===== src/rtl/writeback_stage_pkg.sv =====
// Shared write-back encodings: register-file source select and load funct3 codes.
package writeback_stage_pkg;

    typedef enum logic [1:0] {
        WB_SRC_ALU = 2'b00,
        WB_SRC_MEM = 2'b01,
        WB_SRC_PC4 = 2'b10,
        WB_SRC_IMM = 2'b11
    } wb_src_e;

    localparam logic [2:0] LD_B  = 3'b000;
    localparam logic [2:0] LD_H  = 3'b001;
    localparam logic [2:0] LD_W  = 3'b010;
    localparam logic [2:0] LD_D  = 3'b011;
    localparam logic [2:0] LD_BU = 3'b100;
    localparam logic [2:0] LD_HU = 3'b101;
    localparam logic [2:0] LD_WU = 3'b110;

endpackage


===== src/rtl/writeback_stage_load_align.sv =====
// Combinational load formatter: extracts byte/half/word at the byte offset, extends it,
// and flags misaligned or illegal loads (raw data is passed through on a flag).
module load_align
    import writeback_stage_pkg::*;
#(
    parameter int DWIDTH = 32
) (
    input  logic [DWIDTH-1:0] data_i,
    input  logic [2:0]        funct3_i,
    input  logic [2:0]        offset_i,
    output logic [DWIDTH-1:0] data_o,
    output logic              misalign_o
);

    localparam bit IS64 = (DWIDTH == 64);

    logic [2:0]        off;
    logic [DWIDTH-1:0] shifted;
    logic              unused_off_hi;

    // Offset bit 2 only selects a word lane on a doubleword bus.
    assign off           = IS64 ? offset_i : {1'b0, offset_i[1:0]};
    assign unused_off_hi = offset_i[2];
    assign shifted       = data_i >> {off, 3'b000};

    always_comb begin
        data_o     = data_i;
        misalign_o = 1'b0;
        case (funct3_i)
            LD_B:  data_o = DWIDTH'($signed(shifted[7:0]));
            LD_BU: data_o = DWIDTH'(shifted[7:0]);
            LD_H: begin
                misalign_o = off[0];
                data_o     = DWIDTH'($signed(shifted[15:0]));
            end
            LD_HU: begin
                misalign_o = off[0];
                data_o     = DWIDTH'(shifted[15:0]);
            end
            LD_W: begin
                misalign_o = (off[1:0] != 2'b00);
                data_o     = DWIDTH'($signed(shifted[31:0]));
            end
            LD_WU: begin
                misalign_o = !IS64 || (off[1:0] != 2'b00);
                data_o     = DWIDTH'(shifted[31:0]);
            end
            LD_D: begin
                misalign_o = !IS64 || (off != 3'b000);
                data_o     = data_i;
            end
            default: misalign_o = 1'b1;
        endcase
        if (misalign_o) data_o = data_i;
    end

endmodule


===== src/rtl/writeback_stage.sv =====
// Registered write-back stage: pipeline register, source mux, x0 gating, load formatting.
// Optional retired-instruction counter enabled by `define WRITEBACK_RETIRE_CNT_EN.
module writeback_stage
    import writeback_stage_pkg::*;
#(
    parameter int DWIDTH = 32,
    parameter int AWIDTH = 32
) (
    input  logic              clk,
    input  logic              reset,
    input  logic              valid_i,
    input  logic              stall_i,
    input  logic              flush_i,
    input  logic [AWIDTH-1:0] pc_i,
    input  logic [4:0]        rd_i,
    input  logic              regwen_i,
    input  logic [1:0]        wb_src_i,
    input  logic [DWIDTH-1:0] alu_res_i,
    input  logic [DWIDTH-1:0] imm_i,
    input  logic [DWIDTH-1:0] memory_data_i,
    input  logic [2:0]        funct3_i,
    input  logic [2:0]        addr_lo_i,
    output logic              valid_o,
    output logic [AWIDTH-1:0] pc_o,
    output logic [4:0]        rd_o,
    output logic              regwen_o,
    output logic [DWIDTH-1:0] writeback_data_o,
    output logic              misalign_o,
    output logic [63:0]       retire_cnt_o
);

    logic              valid_q, valid_d;
    logic              regwen_q, regwen_d;
    logic              misalign_q, misalign_d;
    logic [AWIDTH-1:0] pc_q, pc_d;
    logic [4:0]        rd_q, rd_d;
    logic [DWIDTH-1:0] data_q, data_d;

    logic              cap, live, is_mem, ld_mis, mis;
    logic [DWIDTH-1:0] ld_data, src_data;
    logic [AWIDTH-1:0] pc_plus4;

    load_align #(.DWIDTH(DWIDTH)) u_load_align (
        .data_i     (memory_data_i),
        .funct3_i   (funct3_i),
        .offset_i   (addr_lo_i),
        .data_o     (ld_data),
        .misalign_o (ld_mis)
    );

    assign cap      = ~stall_i;
    assign live     = valid_i & ~flush_i;
    assign is_mem   = (wb_src_i == WB_SRC_MEM);
    assign mis      = is_mem & ld_mis;
    assign pc_plus4 = pc_i + AWIDTH'(4);

    always_comb begin
        src_data = alu_res_i;
        case (wb_src_e'(wb_src_i))
            WB_SRC_ALU: src_data = alu_res_i;
            WB_SRC_MEM: src_data = ld_data;
            WB_SRC_PC4: src_data = DWIDTH'(pc_plus4);
            WB_SRC_IMM: src_data = imm_i;
            default:    src_data = alu_res_i;
        endcase
    end

    // Flush kills the control bits even while stalled; payload bits are don't-care then.
    always_comb begin
        valid_d    = valid_q;
        regwen_d   = regwen_q;
        misalign_d = misalign_q;
        pc_d       = pc_q;
        rd_d       = rd_q;
        data_d     = data_q;
        if (flush_i) begin
            valid_d    = 1'b0;
            regwen_d   = 1'b0;
            misalign_d = 1'b0;
        end
        if (cap) begin
            valid_d    = live;
            regwen_d   = live & regwen_i & (rd_i != 5'd0) & ~mis;
            misalign_d = ~flush_i & mis;
            pc_d       = pc_i;
            rd_d       = rd_i;
            data_d     = src_data;
        end
    end

    always_ff @(posedge clk) begin
        if (reset) begin
            valid_q    <= 1'b0;
            regwen_q   <= 1'b0;
            misalign_q <= 1'b0;
            pc_q       <= '0;
            rd_q       <= '0;
            data_q     <= '0;
        end else begin
            valid_q    <= valid_d;
            regwen_q   <= regwen_d;
            misalign_q <= misalign_d;
            pc_q       <= pc_d;
            rd_q       <= rd_d;
            data_q     <= data_d;
        end
    end

    assign valid_o          = valid_q;
    assign regwen_o         = regwen_q;
    assign misalign_o       = misalign_q;
    assign pc_o             = pc_q;
    assign rd_o             = rd_q;
    assign writeback_data_o = data_q;

`ifdef WRITEBACK_RETIRE_CNT_EN
    logic [63:0] cnt_q, cnt_d;

    assign cnt_d = (cap & live) ? cnt_q + 64'd1 : cnt_q;

    always_ff @(posedge clk) begin
        if (reset) cnt_q <= '0;
        else       cnt_q <= cnt_d;
    end

    assign retire_cnt_o = cnt_q;
`else
    assign retire_cnt_o = 64'd0;
`endif

endmodule


===== config.mk =====
export PLATFORM = sky130hd
export DESIGN_NAME = writeback_stage
export DESIGN_NICKNAME = d
export VERILOG_FILES = /design/src/rtl/writeback_stage_pkg.sv /design/src/rtl/writeback_stage_load_align.sv /design/src/rtl/writeback_stage.sv
export SDC_FILE = /design/constraint.sdc
export NUM_CORES = 1
export LEC_CHECK = 0
export CORE_ASPECT_RATIO = 1.25
export CORE_MARGIN = 4
export CORE_UTILIZATION = 45
export CTS_CLUSTER_SIZE = 14
export DETAILED_ROUTE_END_ITERATION = 7
export DONT_BUFFER_PORTS = 1
export PLACE_DENSITY = 0.59
export SYNTH_ARGS = -nofsm -noshare
export SYNTH_HDL_FRONTEND = slang
export SYNTH_SLANG_ARGS = --single-unit
export TNS_END_PERCENT = 20

===== constraint.sdc =====
create_clock -name clk -period 2.3 [get_ports clk]
set_input_delay 0.46 -clock clk [delete_from_list [all_inputs] [get_ports clk]]
set_output_delay 0.46 -clock clk [all_outputs]
set_load 0.01 [all_outputs]

==> results of run 1 <==
per-layer routing:
layer	track usage [%]	share of wire [%]
met1	29.7	37
met2	45.0	49
met3	10.4	11
met4	10.5	3.2
met5	0	0
power by group:
part           switching (W)  leakage (nW)  total (W)  internal (W)
Sequential          0.000106         0.595    0.00144       0.00133
Clock               0.000541         0.152    0.00152      0.000978
Combinational       0.000289          1.43   0.000510      0.000221
Total               0.000936          2.17    0.00347       0.00253
worst max-delay path, delay by kind of cell:
| family | cells | cell delay (ns) |
|---|---|---|
| and+or+nand+nor | 3 | 0.46 |
| AOI/OAI and AO/OA | 3 | 1.04 |
final cells by class:
type,instances,area [um2],share of cell area [%]
multi-input cells,529,3250,60.7
clock inverters,5,80.1,1.49
repair buffers,17,128,2.38
clock buffers,11,243,4.53
inverters,12,45.0,0.841
well taps,135,169,3.15
flip-flops and latches,72,1440,26.9
registers in the layout, summed over array words and instances (netlist names):
signal,count
rd_o,5
regwen_o,1
pc_o,32
valid_o,1
misalign_o,1
writeback_data_o,32
kinds of logic (layout without fill, tap and decap cells):
family / after synthesis / after routing / synth area share, %
XOR/XNOR: 28 / 28 / 4.74
other: 1 / 64 / 0.0724
multiplexers: 60 / 60 / 12.2
AO/OA/AOI/OAI: 172 / 172 / 22.7
adder cells (fa/ha/maj): 1 / 1 / 0.242
buffers and inverters: 122 / 45 / 13.9
AND/OR/NAND/NOR: 204 / 204 / 18.4
flip-flops: 72 / 72 / 27.8
worst paths after layout:
path	start	endpoint	slack, ns	cells past startpoint
max reg2reg	writeback_data_o[22]	writeback_data_o[22]	1.39	4
min	reset	pc_o[17]	0.20	1
max	addr_lo_i[1]	writeback_data_o[25]	0.53	6
min reg2reg	writeback_data_o[4]	writeback_data_o[4]	0.49	2
synth_stat cells, types with 3 or more instances:
cell / count
sky130_fd_sc_hd__a2111oi_0: 4
sky130_fd_sc_hd__nand3_1: 15
sky130_fd_sc_hd__o221ai_1: 9
sky130_fd_sc_hd__xnor2_1: 18
sky130_fd_sc_hd__o211ai_1: 16
sky130_fd_sc_hd__mux2i_1: 57
sky130_fd_sc_hd__a22oi_1: 4
sky130_fd_sc_hd__and3_1: 7
sky130_fd_sc_hd__nor3_1: 10
sky130_fd_sc_hd__clkbuf_1: 33
sky130_fd_sc_hd__a211o_1: 3
sky130_fd_sc_hd__buf_4: 65
sky130_fd_sc_hd__inv_1: 11
sky130_fd_sc_hd__nand2b_1: 8
sky130_fd_sc_hd__nor4_1: 4
sky130_fd_sc_hd__o21ai_0: 37
sky130_fd_sc_hd__buf_2: 9
sky130_fd_sc_hd__nand2_1: 48
sky130_fd_sc_hd__a21oi_1: 40
sky130_fd_sc_hd__a32o_1: 4
sky130_fd_sc_hd__nor2b_1: 3
sky130_fd_sc_hd__nand4_1: 14
sky130_fd_sc_hd__a31oi_1: 8
sky130_fd_sc_hd__and4_1: 6
sky130_fd_sc_hd__a221oi_1: 11
sky130_fd_sc_hd__nor2_1: 81
sky130_fd_sc_hd__a211oi_1: 4
sky130_fd_sc_hd__o21bai_1: 7
sky130_fd_sc_hd__xor2_1: 10
sky130_fd_sc_hd__dfxtp_1: 72
cell usage in the layout, fill, tap and decap left out, drive strengths merged, types with 9 or more instances in the layout:
master,count
a221oi,11
nand2,48
o221ai,9
nand4,14
o21ai,37
nand3,16
conb,64
mux2i,57
clkbuf,11
inv,12
o211ai,16
a21oi,41
buf,17
xnor2,18
nor3,10
nor2,81
xor2,10
dfxtp,72
metrics by stage:
stage          cell area [um2]  utilization, %
2_1_floorplan             5420               -
3_3_place_gp              5040            45.0
3_5_place_dp              5040            45.0
4_1_cts                   5360            47.9
5_1_grt                   5360            47.9
6_report                  5360            47.9
==> results.txt, run 1 <==
----------------------------------------------------
[Place]
  Post-detailed-placement half-perimeter wirelength ... 14400 um
  Weighted congestion at the end of routability-driven global placement ... 0.873
  Buffers added on ports ... 0
  Worst setup timing slack at the placement stage ... 0.172 ns
  Number of instances in the placed design ... 765

[STA]
  Final Setup Violations ... 0
  Worst-case headroom to the max-slew limit ... 43.7%
  Transition time at the pin with the least slew margin ... 0.841 ns
  Worst Slack Setup Final ... 0.531 ns
  Hold slack final ... 0.198 ns
  Max-slew violations ... 0
  Hold violation total from the final report ... 0
  Final worst path period need ... 1.77 ns
  Worst Clk Skew ... 0 ns
  Final critical-path share of the clock period ... 76.9%
  Maximum clock frequency ... 0.565 GHz
  Total negative setup slack ... 0 ns
  Setup repair after global routing missed its margin ... no

[Routing]
  Remaining antenna violation count ... 0
  Detailed-route vias per instance ... 6.13
  Drt pass-1 iters ... 5
  Total Wirelength ... 18300 um
  DR DRC count ... 0
  Via count ... 4786
  First-iteration detailed-routing DRC count ... 359
  Average routed wire per standard cell ... 23.4 um

[Critical path]
  Slowest Stage Delay on Critical Path ... 0.49 ns
  Worst EP arrival ... 1.98 ns
  Critical-path maximum fanout ... 29
  Critical path's slowest cell ... sky130_fd_sc_hd__o31ai_1
  Kind of start point of the critical path ... input pin
  Critical Setup Path Class ... input pin to register
  Capturing element type of the critical path ... register
  Cell-by-cell trace of the critical path ... nand2b_1 > a21oi_1 > o31ai_1 > nor2_1 > a2111oi_0 > nor3_1
  Worst endpoint required time ... 2.51 ns

[Floorplanning]
  Core Box Area ... 0.0112 mm2
  Top-Level Pins ... 283
  Number of cell rows ... 43
  Die ar. ... 0.0133 mm2
  Starting density of the core ... 46.3%
  Die Wd ... 104 um
  Chip height ... 128 um

[GRT]
  Wire length of the first global-routing pass ... 27400 um
  Pin count of the biggest net entering global routing ... 68
  GR Util All Layers ... 26.4%
  Vias in the first global route ... 4791
  Number of antenna violations at the first check in global routing ... 0
  Global route overflow ... 0

[Worst hold path]
  Tightest Hold Check Type ... input pin to register

[Synthesis]
  Number of unique standard cell types used by synthesis ... 61
  EDFF count, synth ... 0
  Netlist Area Pre-Place ... 0.00518 mm2
  Share of flip-flops with an asynchronous set or reset ... 0%
  Biggest area contributors in the synthesized netlist ... sky130_fd_sc_hd__dfxtp_1 28%, sky130_fd_sc_hd__mux2i_1 11%, sky130_fd_sc_hd__buf_4 9.4%, sky130_fd_sc_hd__nor2_1 5.9%, sky130_fd_sc_hd__a21oi_1 3.9%
  Count of state elements after synthesis ... 72
  Count of warnings emitted by yosys ... 0
  Share of the synthesized area in the top cell type ... 27.8%
  Post-Synthesis Cells ... 660
  Top flip-flop cell by instance count after synthesis ... sky130_fd_sc_hd__dfxtp_1
  Sequential area share after synthesis ... 27.8%
  Area leader, netlist ... sky130_fd_sc_hd__dfxtp_1
  Post-Syn Area per Cell ... 7.85 um2

[Cells and area]
  Final cell count without fillers ... 781
  Antenna cell count ... 0
  Area grow syn2layout ... 3.48%
  Layout cell share with drive strength beyond 1 ... 6.50%
  Final #Nets ... 789
  # fillers ... 1152

[Power]
  Maximum resistive drop on vdd ... 350 uV
  Tot Pwr ... 0.00347 W
  Power per Cell Area ... 647 mW/mm2
  Leakage power of the design ... 2.17 nW

[CTS]
  Number of buffers created by CTS ... 9
  Number of sinks driven by the clock tree ... 72
  Post-cts sizing count ... 0
  H-tree Lvls ... 3
  CTS root buffer ... sky130_fd_sc_hd__clkbuf_16
  Count of buffers added by post-CTS timing repair for setup ... 0
  Maximum count of clock buffers along a single path ... 2
  CTS tree ... yes
  Worst-Skew Late Latency ... 0.33 ns
  Number of buffers inserted for hold repair after clock tree synthesis ... 0
  Clock-pin slew of the registers on the worst-case setup and hold paths ... 0.06 ns

[Job]
  Max-capacitance violation count ... 0

[Outcome]
  Run status ... completed

----------------------------------------------------
Note: power is estimated with default switching activity, not from simulation.
==> run 2: changes to the inputs <==
--- a/config.mk
+++ b/config.mk
@@ -11,7 +11,7 @@
 export CTS_CLUSTER_SIZE = 14
 export DETAILED_ROUTE_END_ITERATION = 7
 export DONT_BUFFER_PORTS = 1
-export PLACE_DENSITY = 0.59
+export PLACE_DENSITY = 0.61
 export SYNTH_ARGS = -nofsm -noshare
 export SYNTH_HDL_FRONTEND = slang
 export SYNTH_SLANG_ARGS = --single-unit
==> constraint.sdc (replaced) <==
create_clock -name clk -period 1.45 [get_ports clk]
set_input_delay 0.29 -clock clk [delete_from_list [all_inputs] [get_ports clk]]
set_output_delay 0.29 -clock clk [all_outputs]
set_load 0.01 [all_outputs]
==> results.txt, run 2 (synthesized netlist as in run 1, its figures left out) <==
----------------------------------------------------
[STA]
  Transition time at the pin with the least slew margin ... 1.04 ns (was 0.841 ns)
  Final critical-path share of the clock period ... 105%
  Maximum clock frequency ... 0.654 GHz
  Worst Clk Skew ... 0 ns (unchanged)
  Final worst path period need ... 1.53 ns
  Worst-case headroom to the max-slew limit ... 30.7% (was 43.7%)
  Worst Slack Setup Final ... -0.0780 ns (was 0.531 ns)
  Max-slew violations ... 0 (unchanged)
  Setup repair after global routing missed its margin ... yes (was no)
  Hold violation total from the final report ... 0 (unchanged)
  Final Setup Violations ... 1 (was 0)

[Cells and area]
  Core occupancy in the finished layout ... 50.5% (was 47.9%)
  Final #Nets ... 816 (was 789)
  # fillers ... 1085 (was 1152)
  Leading cell types in the layout, fill and taps excluded ... 80 x sky130_fd_sc_hd__nor2_1, 72 x sky130_fd_sc_hd__dfxtp_1, 64 x sky130_fd_sc_hd__conb_1 (was 81 x sky130_fd_sc_hd__nor2_1, 72 x sky130_fd_sc_hd__dfxtp_1, 64 x sky130_fd_sc_hd__conb_1)
  Area grow syn2layout ... 9.08% (was 3.48%)
  Layout cell share with drive strength beyond 1 ... 12.5% (was 6.50%)
  Combined area of the multi-input logic cells ... 0.00333 mm2 (was 0.00325 mm2)
  Most common cell after layout, fill and taps aside ... sky130_fd_sc_hd__nor2_1 (unchanged)
  Reg area ... 0.00144 mm2 (unchanged)

[Floorplanning]
  Core Box Area ... 0.0112 mm2 (unchanged)
  Die ar. ... 0.0133 mm2 (unchanged)
  Die Wd ... 104 um (unchanged)
  Number of cell rows ... 43 (unchanged)
  Starting density of the core ... 46.3% (unchanged)
  Chip height ... 128 um (unchanged)
  Top-Level Pins ... 283 (unchanged)

[Routing]
  DR DRC count ... 0 (unchanged)
  Drt pass-1 iters ... 5 (unchanged)
  First-iteration detailed-routing DRC count ... 379 (was 359)
  Total Wirelength ... 18800 um (was 18300 um)
  Via count ... 4934 (was 4786)
  Remaining antenna violation count ... 0 (unchanged)
  Detailed-route vias per instance ... 6.10 (was 6.13)
  Average routed wire per standard cell ... 23.3 um (was 23.4 um)

[Place]
  Weighted congestion at the end of routability-driven global placement ... 0.914 (was 0.873)
  Worst setup timing slack at the placement stage ... -0.386 ns (was 0.172 ns)
  Buffers added on ports ... 0 (unchanged)
  Post-detailed-placement half-perimeter wirelength ... 14600 um (was 14400 um)

[CTS]
  Number of sinks driven by the clock tree ... 72 (unchanged)
  Worst-Skew Late Latency ... 0.33 ns (about the same)
  CTS root buffer ... sky130_fd_sc_hd__clkbuf_16 (unchanged)
  Clock-pin slew of the registers on the worst-case setup and hold paths ... 0.06 ns (about the same)
  CTS tree ... yes (unchanged)
  Maximum count of clock buffers along a single path ... 2 (unchanged)
  H-tree Lvls ... 3 (unchanged)
  Number of buffers created by CTS ... 9 (unchanged)

[GRT]
  Vias in the first global route ... 4755 (was 4791)
  Wire length of the first global-routing pass ... 28000 um (was 27400 um)
  Global route overflow ... 0 (unchanged)
  Met2 Track Usage GR ... 44.9% (was 45.0%)
  Pin count of the biggest net entering global routing ... 68 (unchanged)
  Number of antenna violations at the first check in global routing ... 2 (was 0)
  Global routing met3 resource utilization ... 8.66% (was 10.4%)
  Top Usage Layer GRT ... met2 (unchanged)
  GR Util All Layers ... 27.0% (was 26.4%)
  Met1 Use GR ... 31.9% (was 29.7%)

[Critical path]
  Critical Setup Path Class ... input pin to register (unchanged)
  Kind of start point of the critical path ... input pin (unchanged)
  Capturing element type of the critical path ... register (unchanged)
  Count of buffer and inverter cells on the critical path ... 0 (unchanged)
  Worst EP arrival ... 1.76 ns (was 1.98 ns)
  Launching point of the worst reg2reg path ... writeback_data_o[22] (unchanged)
  FF-to-FF path depth ... 4 (unchanged)
  Worst endpoint required time ... 1.68 ns (was 2.51 ns)
  Critical-path maximum fanout ... 34 (was 29)
  Critical path's slowest cell ... sky130_fd_sc_hd__mux4_2 (was sky130_fd_sc_hd__o31ai_1)
  R2R Setup Slk ... 0.57 ns (was 1.39 ns)
  Endpoint of the most critical register-to-register path ... writeback_data_o[22] (unchanged)
  Cell type group with the largest total delay on the critical path ... multiplexers (was compound AO/OA/AOI/OAI gates)
  CP dominant cell by count ... sky130_fd_sc_hd__mux4_2
  Slowest Stage Delay on Critical Path ... 0.52 ns (was 0.49 ns)
  Cell-by-cell trace of the critical path ... mux4_2 > mux2_4 > mux4_2 > mux2i_1 > nor2_1 (was nand2b_1 > a21oi_1 > o31ai_1 > nor2_1 > a2111oi_0 > nor3_1)

[Worst hold path]
  Worst-case hold path end point ... pc_o[16] (was pc_o[17])
  Number of cells on the worst hold path ... 1 (unchanged)
  Tightest Hold Check Type ... input pin to register (unchanged)
  Min-Delay Startpoint ... reset (unchanged)

[Power]
  Power per Cell Area ... 966 mW/mm2 (was 647 mW/mm2)
  Maximum resistive drop on vdd ... 692 uV (was 350 uV)
  Leakage power of the design ... 2.32 nW (was 2.17 nW)

[Job]
  Max-capacitance violation count ... 0 (unchanged)

[Outcome]
  Violations in the final reports ... negative setup slack
  Run status ... complete, but fails checks (was completed)

----------------------------------------------------
==> run 2: cell count changes in the layout (fill, tap and decap cells not counted), moves of 2 or more <==
cell and delta:
sky130_fd_sc_hd__nand2_1 -2, sky130_fd_sc_hd__a2111oi_0 -4, sky130_fd_sc_hd__buf_4 +23, sky130_fd_sc_hd__o21ai_0 -2, sky130_fd_sc_hd__a2111oi_2 +3, sky130_fd_sc_hd__o21ai_1 +2, sky130_fd_sc_hd__nor4_1 -3, sky130_fd_sc_hd__buf_6 +3
sky130_fd_sc_hd__nor4_2 +3, sky130_fd_sc_hd__nand2_2 +2
==> run 2: worst max path at each step <==
stage,startpoint,to,slack [ns],cells after the start
after floorplan,addr_lo_i[0],writeback_data_o[7],-0.44,6
after global placement,addr_lo_i[0],writeback_data_o[7],-0.38,5
after detailed placement,addr_lo_i[0],writeback_data_o[7],-0.39,5
after CTS,addr_lo_i[0],writeback_data_o[7],-0.04,5
after global routing,addr_lo_i[0],writeback_data_o[7],-0.09,5
final,addr_lo_i[0],writeback_data_o[7],-0.08,5
==> run 2: power by group <==
part           leakage [nW]  total [W]  internal [W]  switching, W
clock                 0.148    0.00229       0.00142      0.000869
combinational          1.57   0.000887      0.000405      0.000482
sequential            0.595    0.00228       0.00212      0.000168
total                  2.32    0.00546       0.00394       0.00152
==> run 2: stage by stage <==
step / cells / instance area, um2 / hold slack [ns] / total power (W) / TNS [ns]
final: 809 / 5650 / 0.0197 / 0.00546 / -0.0780
after global routing: 809 / 5650 / 0.0122 / 0.00572 / -0.217
after CTS: 806 / 5570 / 0.0103 / 0.00547 / -0.0539
after detailed placement: 790 / 5260 / 0.370 / 0.00317 / -8.54
after global placement: 790 / 5260 / 0.368 / 0.00316 / -7.36
after floorplan: 723 / 5440 / 0.367 / 0.00315 / -6.30
==> run 2: what timing repair did <==
action	CTS	global route
endpoints found under the hold margin	0	0
setup buffers	0	2
resized for setup	2	18
endpoints found under the setup margin	4	15
hold buffers	0	0
pin swaps	0	8
==> run 2: worst reg2reg max path: cells and delay by family, from the launching register on <==
kind | cells | cell delay, ns
DFF | 1 | 0.36
AOI/OAI and AO/OA | 3 | 0.35
and+or+nand+nor | 1 | 0.06
==> run 2: layout make-up <==
cell class / count / area share (%)
clock buffer: 11 / 4.47
tap: 135 / 2.99
timing repair buffer: 44 / 6.27
multi-input combinational: 529 / 58.9
sequential: 72 / 25.5
antenna: 1 / 0.0443
inverter: 12 / 0.797
clock inverter: 5 / 0.975
==> run 2: routing by layer <==
metal	routed length, um	part of all wire [%]
met1	7220	38
met4	711	3.8
met5	12	0.064
met3	1850	9.8
met2	9040	48
